**src/rtl/freq_track_pkg.sv**
```systemverilog
// Shared types and widths for the resonance frequency tracker.
package freq_track_pkg;

  typedef enum logic [2:0] {
    S_IDLE   = 3'd0,
    S_ACCUM  = 3'd1,
    S_CALC   = 3'd2,
    S_APPLY  = 3'd3,
    S_SETTLE = 3'd4
  } state_e;

  localparam int PHASE_W      = 16;
  localparam int ERR_W        = 18;
  localparam int MAX_AVG_LOG2 = 4;
  localparam int ACC_W        = PHASE_W + MAX_AVG_LOG2;
  localparam int CNT_W        = MAX_AVG_LOG2 + 1;

endpackage

```
**src/rtl/freq_step_calc.sv**
```systemverilog
// Averaged phase error -> lock test and clamped next frequency setpoint.
module freq_step_calc
  import freq_track_pkg::*;
#(
  parameter int FREQ_W     = 16,
  parameter int F_MIN      = 35000,
  parameter int F_MAX      = 45000,
  parameter int GAIN_SHIFT = 2,
  parameter int MAX_STEP   = 200,
  parameter int LOCK_TOL   = 3
) (
  input  logic signed [ERR_W-1:0]  err_i,
  input  logic        [FREQ_W-1:0] freq_i,
  output logic                     in_tol_o,
  output logic        [FREQ_W-1:0] freq_o
);

  localparam int SW = FREQ_W + 2;
  localparam logic signed [SW-1:0] MIN_S = SW'(F_MIN);
  localparam logic signed [SW-1:0] MAX_S = SW'(F_MAX);

  logic        [ERR_W-1:0] abs_err;
  logic        [ERR_W-1:0] shr;
  logic        [ERR_W-1:0] mag;
  logic signed [SW-1:0]    cand;

  always_comb begin
    abs_err = err_i[ERR_W-1] ? ERR_W'(-err_i) : ERR_W'(err_i);
    shr     = abs_err >> GAIN_SHIFT;
    in_tol_o = (abs_err <= ERR_W'(LOCK_TOL));
    mag = shr;
    if (shr > ERR_W'(MAX_STEP)) mag = ERR_W'(MAX_STEP);
    else if (shr == '0)         mag = ERR_W'(1);
    // Two spare bits keep the raw sum from wrapping before the clamp
    if (err_i[ERR_W-1]) cand = $signed({2'b00, freq_i}) + $signed(SW'(mag));
    else                cand = $signed({2'b00, freq_i}) - $signed(SW'(mag));
    if (cand < MIN_S)      freq_o = FREQ_W'(F_MIN);
    else if (cand > MAX_S) freq_o = FREQ_W'(F_MAX);
    else                   freq_o = FREQ_W'(cand);
  end

endmodule

```
**src/rtl/freq_track_ctrl.sv**
```systemverilog
// Closed-loop resonance tracker: averages phase samples and steps freq_set.
module freq_track_ctrl
  import freq_track_pkg::*;
#(
  parameter int FREQ_W       = 16,
  parameter int F_START      = 40000,
  parameter int F_MIN        = 35000,
  parameter int F_MAX        = 45000,
  parameter int PHASE_TARGET = 0,
  parameter int AVG_LOG2     = 2,
  parameter int GAIN_SHIFT   = 2,
  parameter int MAX_STEP     = 200,
  parameter int LOCK_TOL     = 3,
  parameter int LOCK_CNT     = 4,
  parameter int SETTLE_CYC   = 1000,
  parameter int TIMEOUT_CYC  = 1000000
) (
  input  logic               clk,
  input  logic               rst,
  input  logic               enable,
  input  logic [PHASE_W-1:0] phase_diff,
  input  logic               phase_valid,
  output logic [FREQ_W-1:0]  freq_set,
  output logic               freq_update,
  output logic               locked,
  output logic               lost,
  output logic [2:0]         state_o
);

  localparam int TW  = $clog2(TIMEOUT_CYC + 1);
  localparam int STW = $clog2(SETTLE_CYC + 1);
  localparam int LW  = $clog2(LOCK_CNT + 1);
  localparam int AVG_N = 1 << AVG_LOG2;

  state_e                   state_q, state_d;
  logic signed [ACC_W-1:0]  acc_q, acc_d;
  logic        [CNT_W-1:0]  cnt_q, cnt_d;
  logic        [TW-1:0]     tmo_q, tmo_d;
  logic        [STW-1:0]    set_q, set_d;
  logic        [LW-1:0]     lock_q, lock_d;
  logic signed [ERR_W-1:0]  err_q, err_d;
  logic        [FREQ_W-1:0] freq_q, freq_d;
  logic                     upd_q, upd_d;
  logic                     locked_q, locked_d;
  logic                     lost_q, lost_d;

  logic                     in_tol;
  logic        [FREQ_W-1:0] freq_new;
  logic signed [ACC_W-1:0]  avg;
  logic                     last_smp;
  logic                     tmo_hit;
  logic                     set_done;

  freq_step_calc #(
    .FREQ_W     (FREQ_W),
    .F_MIN      (F_MIN),
    .F_MAX      (F_MAX),
    .GAIN_SHIFT (GAIN_SHIFT),
    .MAX_STEP   (MAX_STEP),
    .LOCK_TOL   (LOCK_TOL)
  ) u_step (
    .err_i    (err_q),
    .freq_i   (freq_q),
    .in_tol_o (in_tol),
    .freq_o   (freq_new)
  );

  assign avg      = acc_q >>> AVG_LOG2;
  assign last_smp = phase_valid && (cnt_q == CNT_W'(AVG_N - 1));
  assign tmo_hit  = !phase_valid && (tmo_q == TW'(TIMEOUT_CYC - 1));
  assign set_done = (set_q == STW'(SETTLE_CYC - 1));

  always_ff @(posedge clk) begin
    if (rst) state_q <= S_IDLE;
    else     state_q <= state_d;
  end

  always_comb begin
    state_d = state_q;
    if (!enable) begin
      state_d = S_IDLE;
    end else begin
      unique case (state_q)
        S_IDLE:   if (!lost_q) state_d = S_SETTLE;
        S_ACCUM: begin
          if (last_smp)     state_d = S_CALC;
          else if (tmo_hit) state_d = S_IDLE;
        end
        S_CALC:   state_d = S_APPLY;
        S_APPLY:  state_d = in_tol ? S_ACCUM : S_SETTLE;
        S_SETTLE: if (set_done) state_d = S_ACCUM;
        default:  state_d = S_IDLE;
      endcase
    end
  end

  always_comb begin
    acc_d    = acc_q;
    cnt_d    = cnt_q;
    tmo_d    = tmo_q;
    set_d    = '0;
    lock_d   = lock_q;
    err_d    = err_q;
    freq_d   = freq_q;
    upd_d    = 1'b0;
    locked_d = locked_q;
    lost_d   = lost_q;
    if (state_q != S_ACCUM) begin
      acc_d = '0;
      cnt_d = '0;
      tmo_d = '0;
    end
    if (!enable) begin
      locked_d = 1'b0;
      lost_d   = 1'b0;
      lock_d   = '0;
    end else begin
      unique case (state_q)
        S_IDLE: begin
          lock_d = '0;
          // Lost stays sticky until enable drops, so no auto-restart
          if (!lost_q) begin
            freq_d = FREQ_W'(F_START);
            upd_d  = 1'b1;
          end
        end
        S_ACCUM: begin
          if (phase_valid) begin
            acc_d = acc_q + ACC_W'($signed(phase_diff));
            cnt_d = cnt_q + CNT_W'(1);
            tmo_d = '0;
          end else if (tmo_hit) begin
            lost_d   = 1'b1;
            locked_d = 1'b0;
            tmo_d    = '0;
          end else begin
            tmo_d = tmo_q + TW'(1);
          end
        end
        S_CALC: err_d = ERR_W'(avg) - ERR_W'(PHASE_TARGET);
        S_APPLY: begin
          if (in_tol) begin
            if (lock_q != LW'(LOCK_CNT)) lock_d = lock_q + LW'(1);
            locked_d = (lock_d >= LW'(LOCK_CNT));
          end else begin
            lock_d   = '0;
            locked_d = 1'b0;
            if (freq_new != freq_q) begin
              freq_d = freq_new;
              upd_d  = 1'b1;
            end
          end
        end
        S_SETTLE: if (!set_done) set_d = set_q + STW'(1);
        default: ;
      endcase
    end
  end

  always_ff @(posedge clk) begin
    if (rst) begin
      acc_q    <= '0;
      cnt_q    <= '0;
      tmo_q    <= '0;
      set_q    <= '0;
      lock_q   <= '0;
      err_q    <= '0;
      freq_q   <= FREQ_W'(F_START);
      upd_q    <= 1'b0;
      locked_q <= 1'b0;
      lost_q   <= 1'b0;
    end else begin
      acc_q    <= acc_d;
      cnt_q    <= cnt_d;
      tmo_q    <= tmo_d;
      set_q    <= set_d;
      lock_q   <= lock_d;
      err_q    <= err_d;
      freq_q   <= freq_d;
      upd_q    <= upd_d;
      locked_q <= locked_d;
      lost_q   <= lost_d;
    end
  end

  assign freq_set    = freq_q;
  assign freq_update = upd_q;
  assign locked      = locked_q;
  assign lost        = lost_q;
  assign state_o     = state_q;

endmodule

```
**config.mk**
```make
export PLATFORM = sky130hd
export DESIGN_NAME = freq_track_ctrl
export DESIGN_NICKNAME = d
export VERILOG_FILES = /design/src/rtl/freq_track_pkg.sv /design/src/rtl/freq_step_calc.sv /design/src/rtl/freq_track_ctrl.sv
export SDC_FILE = /design/constraint.sdc
export NUM_CORES = 1
export LEC_CHECK = 0
export ABC_AREA = 1
export CAP_MARGIN = 20
export CORE_MARGIN = 5
export CORE_UTILIZATION = 50
export CTS_BUF_LIST = sky130_fd_sc_hd__clkbuf_8
export DETAILED_ROUTE_END_ITERATION = 8
export GPL_TIMING_DRIVEN = 0
export HOLD_SLACK_MARGIN = 0.05
export PLACE_DENSITY = 0.64
export SETUP_SLACK_MARGIN = 0.1
export SYNTH_ARGS = -nofsm -noshare
export SYNTH_HDL_FRONTEND = slang
export SYNTH_SLANG_ARGS = --single-unit
```
**constraint.sdc**
```tcl
create_clock -name clk -period 6.3 [get_ports clk]
set_clock_uncertainty 0.15 [all_clocks]
set_input_delay 0.63 -clock clk [delete_from_list [all_inputs] [get_ports clk]]
set_output_delay 0.63 -clock clk [all_outputs]
set_load 0.1 [all_outputs]
```
==> results.tsv, run 1 <==
metric	value	unit
outcome	complete, no violations	
wire length per cell	14.2	um
initial detailed-routing violation count	489	
Core Rows	47	
cells taking the most area after synthesis	sky130_fd_sc_hd__dfxtp_1 (24%), sky130_fd_sc_hd__nand2_1 (18%), sky130_fd_sc_hd__ha_1 (8.9%)	
area of the die	19200	um2
first-pass GRT wire length	38.4	mm
count of buffers inserted at the top-level ports	40	
TritonRoute pass-1 iters	5	
post-detail-place hpwl	18.1	mm
most instantiated flip-flop cell in the synthesis netlist	sky130_fd_sc_hd__dfxtp_1	
maximum vdd drop	0.0924	mV
GPL Wtd Cong	0.921	
clock-pin slew of the registers on the worst-case setup and hold paths	0.11	ns
final worst hold slack	0.304	ns
antenna fix cells	0	
clock tree sinks	98	
portion of the post-synthesis area used by sequential elements	0.238	
number of DRC violations after detailed routing	0	
Hold Fails Final Rpt	0	
Worst Tran Pin Value	0.992	ns
ratio of routed vias to standard cells	5.20	
library cell with the largest summed area after synthesis	sky130_fd_sc_hd__dfxtp_1	
area share of the leading cell type in the synthesized netlist	0.238	
share of cells above drive strength 1	0.142	
layout-stage area growth over the synthesis result	20.3	%
EDFF count, synth	0	
distinct cell type count of the synthesized netlist	50	
Top-Level Pins	42	
Post-Route WL	23.8	mm
final number of max-transition violations	0	
vias after detailed routing	8718	
number of inserted filler cells in the final layout	1647	
final net count	1534	
Clock H-tree levels	3	
Placement Cell Area	8980	um2
Synthesis Warnings	0	
Post-Synthesis Mean Instance Area	6.07	um2
maximum number of buffers from clock root to sink	2	
overall global routing resource usage	0.239	
number of antenna violations at the first check in global routing	0	
cell leakage power	4.61	nW
Setup crit end kind	flop	
WS Path Type	flop to flop	
synthesized area	8250	um2
Hold Buf Count CTS	0	
Data required, critical path	6.48	ns
most used standard cell by instance count after synthesis	sky130_fd_sc_hd__nand2_1	
core area	16400	um2
max-cap violations	0	
die height	138	um
clock latency reported for the late side of the worst-skew pair	0.39	ns
largest stage delay on the critical path	0.34	ns
cell type with the highest occurrence count on the critical path	sky130_fd_sc_hd__nand2_1	
most numerous cell types in the synthesized netlist	sky130_fd_sc_hd__nand2_1 (404), sky130_fd_sc_hd__inv_1 (178), sky130_fd_sc_hd__nor2_1 (147)	
total grt overflow	0	
worst-path cell with the longest stage delay	sky130_fd_sc_hd__dfxtp_2	
initial cell density of the core	0.503	
min cycle time layout	5.90	ns
RSZ-0062 raised after global routing	yes	
achievable clock frequency	170	MHz
area of the multi-input gates	5910	um2
cell count after synthesis	1360	
cts bufs inserted	9	
fraction of synthesis flops using an asynchronous set or reset pin	0	
Tightest Hold Check Type	flop to flop	
power density cells	146	nW/um2
post-route design area	9930	um2
maximum number of pins on one net before global-route repair	20	
final clock period utilization by the worst path	0.936	
horizontal extent of the die	138	um
max-slew headroom at the worst pin	0.337	
Finish-stage setup viols	0	
cell at the root of the clock tree	sky130_fd_sc_hd__clkbuf_8	
vias in the first global route	7986	
Data arrival, critical path	6.08	ns
type of origin of the critical path	flop	
number of synthesized register bits	98	
clock tree from TritonCTS	yes	
FF+latch area	1960	um2
Worst Path Max Fanout	7	
Final ANT Viol Nets	0	
## path summary, 6_finish.rpt
kind / startpoint / to / slack [ns] / cells after the start
max: err_q[0]$_SDFFE_PP0P_ / freq_set[2]$_SDFFE_PP0P_ / 0.40 / 49
min: set_q[0]$_SDFF_PP0_ / set_q[0]$_SDFF_PP0_ / 0.30 / 1
max reg2reg: err_q[0]$_SDFFE_PP0P_ / freq_set[2]$_SDFFE_PP0P_ / 0.40 / 49
min reg2reg: set_q[0]$_SDFF_PP0_ / set_q[0]$_SDFF_PP0_ / 0.30 / 1
## cell families (layout without fill, tap and decap cells)
kind of cell,Yosys count,count (layout),synth area share
flops,98,98,0.238
xor+xnor,37,37,0.0393
mux,1,1,0.00121
fa+ha+maj,62,62,0.0967
buf+inv,228,311,0.108
compound gates,207,207,0.144
other cells,2,16,0.000910
simple gates,725,725,0.373
## worst max-delay path, delay by kind of cell (launching register included)
family / cells / cell delay [ns]
flip-flops: 1 / 0.34
buffers and inverters: 10 / 0.96
AO/OA/AOI/OAI: 5 / 0.76
AND/OR/NAND/NOR: 31 / 2.93
XOR/XNOR: 1 / 0.17
adder cells (fa/ha/maj): 2 / 0.48
## power by group
part           switching (mW)  internal [mW]
logic                   0.225          0.128
registers              0.0124          0.627
clock network           0.260          0.195
## placed cells by master (no fill, tap or decap), types with 6 or more instances in the layout
| master | n |
|---|---|
| sky130_fd_sc_hd__a21oi_2 | 11 |
| sky130_fd_sc_hd__inv_1 | 170 |
| sky130_fd_sc_hd__nand2_4 | 13 |
| sky130_fd_sc_hd__nand2_1 | 362 |
| sky130_fd_sc_hd__nand4_1 | 23 |
| sky130_fd_sc_hd__a31oi_1 | 21 |
| sky130_fd_sc_hd__a21oi_1 | 93 |
| sky130_fd_sc_hd__nor2_4 | 6 |
| sky130_fd_sc_hd__dfxtp_1 | 96 |
| sky130_fd_sc_hd__ha_1 | 50 |
| sky130_fd_sc_hd__xor2_1 | 32 |
| sky130_fd_sc_hd__a211oi_1 | 6 |
| sky130_fd_sc_hd__nor2_1 | 129 |
| sky130_fd_sc_hd__clkbuf_1 | 19 |
| sky130_fd_sc_hd__nor2_2 | 16 |
| sky130_fd_sc_hd__nand3_1 | 81 |
| sky130_fd_sc_hd__nand3_2 | 11 |
| sky130_fd_sc_hd__inv_2 | 20 |
| sky130_fd_sc_hd__nor3_1 | 16 |
| sky130_fd_sc_hd__buf_4 | 22 |
| sky130_fd_sc_hd__clkbuf_8 | 9 |
| sky130_fd_sc_hd__o21ai_0 | 44 |
| sky130_fd_sc_hd__ha_4 | 6 |
| sky130_fd_sc_hd__clkdlybuf4s50_1 | 40 |
| sky130_fd_sc_hd__buf_6 | 8 |
| sky130_fd_sc_hd__conb_1 | 16 |
| sky130_fd_sc_hd__nand2_2 | 42 |
## sequential cells by signal (all words and copies together) (netlist names), 3 cells and up
name      flops
err_q        18
acc_q        20
set_q        10
state_o       3
tmo_q        20
freq_set     16
cnt_q         5
lock_q        3
## layer usage
layer  track usage  wire length (um)
met1         0.299             10600
met2         0.425             11300
met3        0.0252               942
met4        0.0894               884
met5             0                 0
## per-stage QoR
stage / setup TNS [ns] / total power [mW] / utilization / std cells / setup WS [ns]
finish: 0 / 1.45 / 0.605 / 1677 / 0.403
global route: 0 / 1.53 / 0.605 / 1677 / 0.00295
CTS: 0 / 1.41 / 0.568 / 1659 / 0.105
detailed placement: -7.93 / 0.951 / 0.547 / 1634 / -0.579
global placement: -5.98 / 0.949 / 0.547 / 1634 / -0.461
floorplan: 0 / 0.875 / - / 1374 / 0.818
## final cells by class
type / count / share of cell area
Buffer: 31 / 0.0174
Clock buffer: 9 / 0.0125
Clock inverter: 7 / 0.00957
Inverter: 196 / 0.0750
Multi-Input combinational cell: 1048 / 0.595
Sequential cell: 98 / 0.198
Tap cell: 220 / 0.0277
Timing Repair Buffer: 68 / 0.0651
## timing repair
| action | 4_1_cts | 5_1_grt |
|---|---|---|
| cloned | 1 | 2 |
| resized for setup | 22 | 130 |
| buffers inserted | 8 | 17 |
| pin swaps | 10 | 50 |
| setup endpoints to repair | 17 | 17 |
(Power assumes the default switching activity.)
==> run 2: changes to the inputs <==
--- a/config.mk
+++ b/config.mk
@@ -13,7 +13,7 @@
 export DETAILED_ROUTE_END_ITERATION = 8
 export GPL_TIMING_DRIVEN = 0
 export HOLD_SLACK_MARGIN = 0.05
-export PLACE_DENSITY = 0.64
+export PLACE_DENSITY = 0.68
 export SETUP_SLACK_MARGIN = 0.1
 export SYNTH_ARGS = -nofsm -noshare
 export SYNTH_HDL_FRONTEND = slang
==> results.tsv, run 2 (same netlist as run 1, synthesis figures left out) <==
metric	value	unit
outcome	complete, no violations	
achievable clock frequency	166	MHz
final number of max-transition violations	0	
Worst Path Max Fanout	6	
die height	138	um
layout-stage area growth over the synthesis result	20.1	%
worst setup margin	0.263	ns
maximum number of pins on one net before global-route repair	15	
worst-case reg-to-reg path depth	47	
Finish-stage setup viols	0	
maximum vdd drop	0.121	mV
clock tree sinks	98	
number of inserted filler cells in the final layout	1613	
Top-Level Pins	42	
clock tree from TritonCTS	yes	
commonest non-fill, non-tap cells in the layout	sky130_fd_sc_hd__nand2_1 (371), sky130_fd_sc_hd__inv_1 (172), sky130_fd_sc_hd__nor2_1 (132)	
Top Registers	acc_q: 20 flops, tmo_q: 20 flops, err_q: 18 flops	
vias in the first global route	7919	
max-slew headroom at the worst pin	0.346	
area of the multi-input gates	5900	um2
initial detailed-routing violation count	732	
power density cells	137	nW/um2
post-place setup slack	-0.597	ns
Core Rows	47	
Clock H-tree levels	3	
Data arrival, critical path	6.19	ns
Final Util	0.604	
cell at the root of the clock tree	sky130_fd_sc_hd__clkbuf_8	
leading cell type in the layout, fill and taps excluded	sky130_fd_sc_hd__nand2_1	
final clock period utilization by the worst path	0.958	
total grt overflow	0	
share of cells above drive strength 1	0.136	
Post-Route WL	23.6	mm
RSZ-0062 raised after global routing	yes	
area of the die	19200	um2
final worst hold slack	0.301	ns
cell leakage power	4.61	nW
max-cap violations	0	
Tightest Hold Check Type	flop to flop	
min cycle time layout	6.04	ns
number of cells traversed by the worst hold path	1	
setup TNS	0	ns
maximum number of buffers from clock root to sink	2	
cell type with the highest occurrence count on the critical path	sky130_fd_sc_hd__nand2_1	
cts bufs inserted	9	
core area	16400	um2
count of buffers inserted at the top-level ports	40	
vias after detailed routing	8909	
number of DRC violations after detailed routing	0	
first-pass GRT wire length	37.3	mm
Setup crit end kind	flop	
wire length per cell	14.0	um
largest stage delay on the critical path	0.37	ns
worst-path cell with the longest stage delay	sky130_fd_sc_hd__fa_2	
overall global routing resource usage	0.230	
post-detail-place hpwl	17.8	mm
Hold Buf Count CTS	0	
TritonRoute pass-1 iters	5	
initial cell density of the core	0.503	
ratio of routed vias to standard cells	5.31	
number of antenna violations at the first check in global routing	0	
type of origin of the critical path	flop	
r2r setup slk	0.26	ns
clock-pin slew of the registers on the worst-case setup and hold paths	0.09	ns
GPL Wtd Cong	0.946	
Data required, critical path	6.45	ns
WS Path Type	flop to flop	
antenna fix cells	0	
Final ANT Viol Nets	0	
clock latency reported for the late side of the worst-skew pair	0.38	ns
FF+latch area	1960	um2
Total Power	1.35	mW
Hold Fails Final Rpt	0	
horizontal extent of the die	138	um
Worst Tran Pin Value	0.978	ns
final net count	1536	
run 2: critical path: cells and delay by family, from the launching register on:
family	cells	cell delay, ns
fa+ha+maj	3	0.67
compound gates	4	0.43
buf+inv	10	1.03
simple gates	29	3.17
flops	1	0.35
xor+xnor	1	0.17
run 2: metrics by stage:
step	area (um2)	instances
5_1_grt	9910	1679
6_report	9910	1679
3_3_place_gp	8980	1634
3_5_place_dp	8980	1634
4_1_cts	9230	1656
2_1_floorplan	8310	1374
run 2: per-layer routing:
layer / GRT usage / wire, um / share of wire / up-vias
met2: 0.377 / 10700 / 0.45 / 240
met5: 0 / 0 / 0 / -
met1: 0.319 / 11200 / 0.48 / 4073
li1: - / - / - / 4550
met3: 0.0256 / 1130 / 0.048 / 46
met4: 0.0671 / 536 / 0.023 / 0
run 2: path summary, 6_finish.rpt:
path / start / end
worst max-delay path: err_q[0]$_SDFFE_PP0P_ / freq_set[5]$_SDFFE_PP0P_
worst max register to register: err_q[0]$_SDFFE_PP0P_ / freq_set[5]$_SDFFE_PP0P_
worst min-delay path: set_q[0]$_SDFF_PP0_ / set_q[0]$_SDFF_PP0_
worst min register to register: set_q[0]$_SDFF_PP0_ / set_q[0]$_SDFF_PP0_
run 2: cell type report:
class | instances | share of cell area
Multi-Input combinational cell | 1048 | 0.596
Sequential cell | 98 | 0.198
Inverter | 196 | 0.0756
Timing Repair Buffer | 69 | 0.0678
Tap cell | 220 | 0.0278
Buffer | 32 | 0.0186
Clock buffer | 10 | 0.0139
Clock inverter | 6 | 0.00278
run 2: what timing repair did:
| item | in CTS | in global routing |
|---|---|---|
| endpoints found under the setup margin | 17 | 17 |
| gates cloned | 1 | 2 |
| pin swaps | 6 | 32 |
| endpoints found under the hold margin | 0 | 0 |
| setup buffers | 5 | 21 |
| resized for setup | 12 | 134 |
run 2: report_power, final:
part           internal, mW  switching, mW
clock network         0.148          0.215
logic                 0.129          0.222
registers             0.627         0.0123
total                 0.904          0.449
==> run 3: changes to the inputs <==
--- a/config.mk
+++ b/config.mk
@@ -7,6 +7,7 @@
 export LEC_CHECK = 0
 export ABC_AREA = 1
 export CAP_MARGIN = 20
+export CORE_ASPECT_RATIO = 0.6
 export CORE_MARGIN = 5
 export CORE_UTILIZATION = 50
 export CTS_BUF_LIST = sky130_fd_sc_hd__clkbuf_8
==> results.tsv, run 3 (same netlist as run 1, synthesis figures left out) <==
metric	value	unit
outcome	complete, no violations	
number of DRC violations after detailed routing	0	
commonest non-fill, non-tap cells in the layout	sky130_fd_sc_hd__nand2_1 (358), sky130_fd_sc_hd__inv_1 (165), sky130_fd_sc_hd__nor2_1 (136)	
r2r startpoint	err_q[17]$_SDFFE_PP0P_	
Post-Route WL	25.2	mm
Hold Buf Count CTS	0	
kind of cell adding the most delay to the critical path	simple AND/OR/NAND/NOR gates	
maximum number of buffers from clock root to sink	2	
worst setup path startpoint	err_q[17]$_SDFFE_PP0P_	
cell leakage power	4.70	nW
worst-path cell with the longest stage delay	sky130_fd_sc_hd__dfxtp_1	
Finish-stage setup viols	0	
post-detail-place hpwl	19.3	mm
TritonRoute pass-1 iters	6	
Hold Fails Final Rpt	0	
clock latency reported for the late side of the worst-skew pair	0.38	ns
wire length per cell	15.0	um
Total Power	1.44	mW
Data required, critical path	6.46	ns
cell at the root of the clock tree	sky130_fd_sc_hd__clkbuf_8	
initial cell density of the core	0.509	
count of buffers inserted at the top-level ports	40	
overall global routing resource usage	0.255	
Core Rows	36	
Final Util	0.617	
area of the die	19300	um2
number of antenna violations at the first check in global routing	0	
Clock H-tree levels	3	
maximum number of pins on one net before global-route repair	20	
cts bufs inserted	9	
type of origin of the critical path	flop	
total grt overflow	0	
leading cell type in the layout, fill and taps excluded	sky130_fd_sc_hd__nand2_1	
min cycle time layout	5.93	ns
number of inserted filler cells in the final layout	1566	
WS Path Type	flop to flop	
max-cap violations	0	
Worst Tran Pin Value	1.00	ns
Tightest Hold Check Type	flop to flop	
FF+latch area	1960	um2
final net count	1543	
antenna fix cells	0	
startpoint of the worst hold path	set_q[0]$_SDFF_PP0_	
ratio of routed vias to standard cells	5.40	
vias in the first global route	7650	
RSZ-0062 raised after global routing	yes	
first-pass GRT wire length	39.7	mm
Worst Path Max Fanout	10	
share of cells above drive strength 1	0.149	
achievable clock frequency	169	MHz
worst path bufs/invs	7	
Top Registers	acc_q: 20 flops, tmo_q: 20 flops, err_q: 18 flops	
cell type with the highest occurrence count on the critical path	sky130_fd_sc_hd__nand2_1	
clock tree sinks	98	
clock tree from TritonCTS	yes	
Data arrival, critical path	6.10	ns
vias after detailed routing	9051	
core area	16200	um2
final clock period utilization by the worst path	0.942	
power density cells	144	nW/um2
GPL Wtd Cong	0.987	
largest stage delay on the critical path	0.35	ns
maximum vdd drop	0.130	mV
Top-Level Pins	42	
Setup crit end kind	flop	
horizontal extent of the die	176	um
initial detailed-routing violation count	1008	
clock-pin slew of the registers on the worst-case setup and hold paths	0.12	ns
die height	110	um
layout-stage area growth over the synthesis result	21.2	%
area of the multi-input gates	5930	um2
final number of max-transition violations	0	
Final ANT Viol Nets	0	
max-slew headroom at the worst pin	0.330	
-- run 3: changes by cell type in the layout (fill, tap and decap cells not counted), moves of 7 or more --
cell / change
sky130_fd_sc_hd__nand2_1: -13
sky130_fd_sc_hd__nand2_4: +8
sky130_fd_sc_hd__inv_1: -7
sky130_fd_sc_hd__buf_4: +9
-- run 3: metrics by stage --
step,area [um2],setup slack (ns),hold slack (ns),std cells,setup TNS (ns)
after detailed placement,8970,-0.633,0.297,1623,-8.32
after global placement,8970,-0.595,0.284,1623,-7.61
final,10000,0.368,0.322,1675,0
after CTS,9300,0.107,0.321,1648,0
after floorplan,8310,0.818,0.268,1374,0
after global routing,10000,-0.0507,0.346,1675,-0.334
-- run 3: timing repair --
item	4_1_cts	5_1_grt
gates cloned	0	3
pin swaps	7	59
endpoints found under the setup margin	17	17
setup buffers	9	24
gates resized for setup	18	141
-- run 3: final timing paths --
kind,slack [ns],to,cells past startpoint
setup / recovery,0.37,freq_set[2]$_SDFFE_PP0P_,40
hold reg to reg,0.32,set_q[0]$_SDFF_PP0_,1
setup reg to reg,0.37,freq_set[2]$_SDFFE_PP0P_,40
hold / removal,0.32,set_q[0]$_SDFF_PP0_,1
-- run 3: report_power, final --
part,total [mW],switching [mW],internal (mW)
sequential,0.639,0.0120,0.627
combinational,0.355,0.232,0.123
clock,0.446,0.251,0.195
-- run 3: layout make-up --
cell class / count / area share
Clock inverter: 7 / 0.00926
Buffer: 32 / 0.0171
Multi-Input combinational cell: 1048 / 0.593
Clock buffer: 9 / 0.0124
Sequential cell: 98 / 0.196
Inverter: 196 / 0.0747
Timing Repair Buffer: 76 / 0.0707
Tap cell: 209 / 0.0262
-- run 3: layer usage --
layer | wire (um) | up-vias | part of all wire | track usage
met5 | 0 | - | 0 | 0
met4 | 152 | 0 | 0.0060 | 0.0328
met3 | 2610 | 11 | 0.10 | 0.0735
met2 | 9500 | 304 | 0.38 | 0.331
met1 | 12900 | 4156 | 0.51 | 0.411
li1 | - | 4580 | - | -
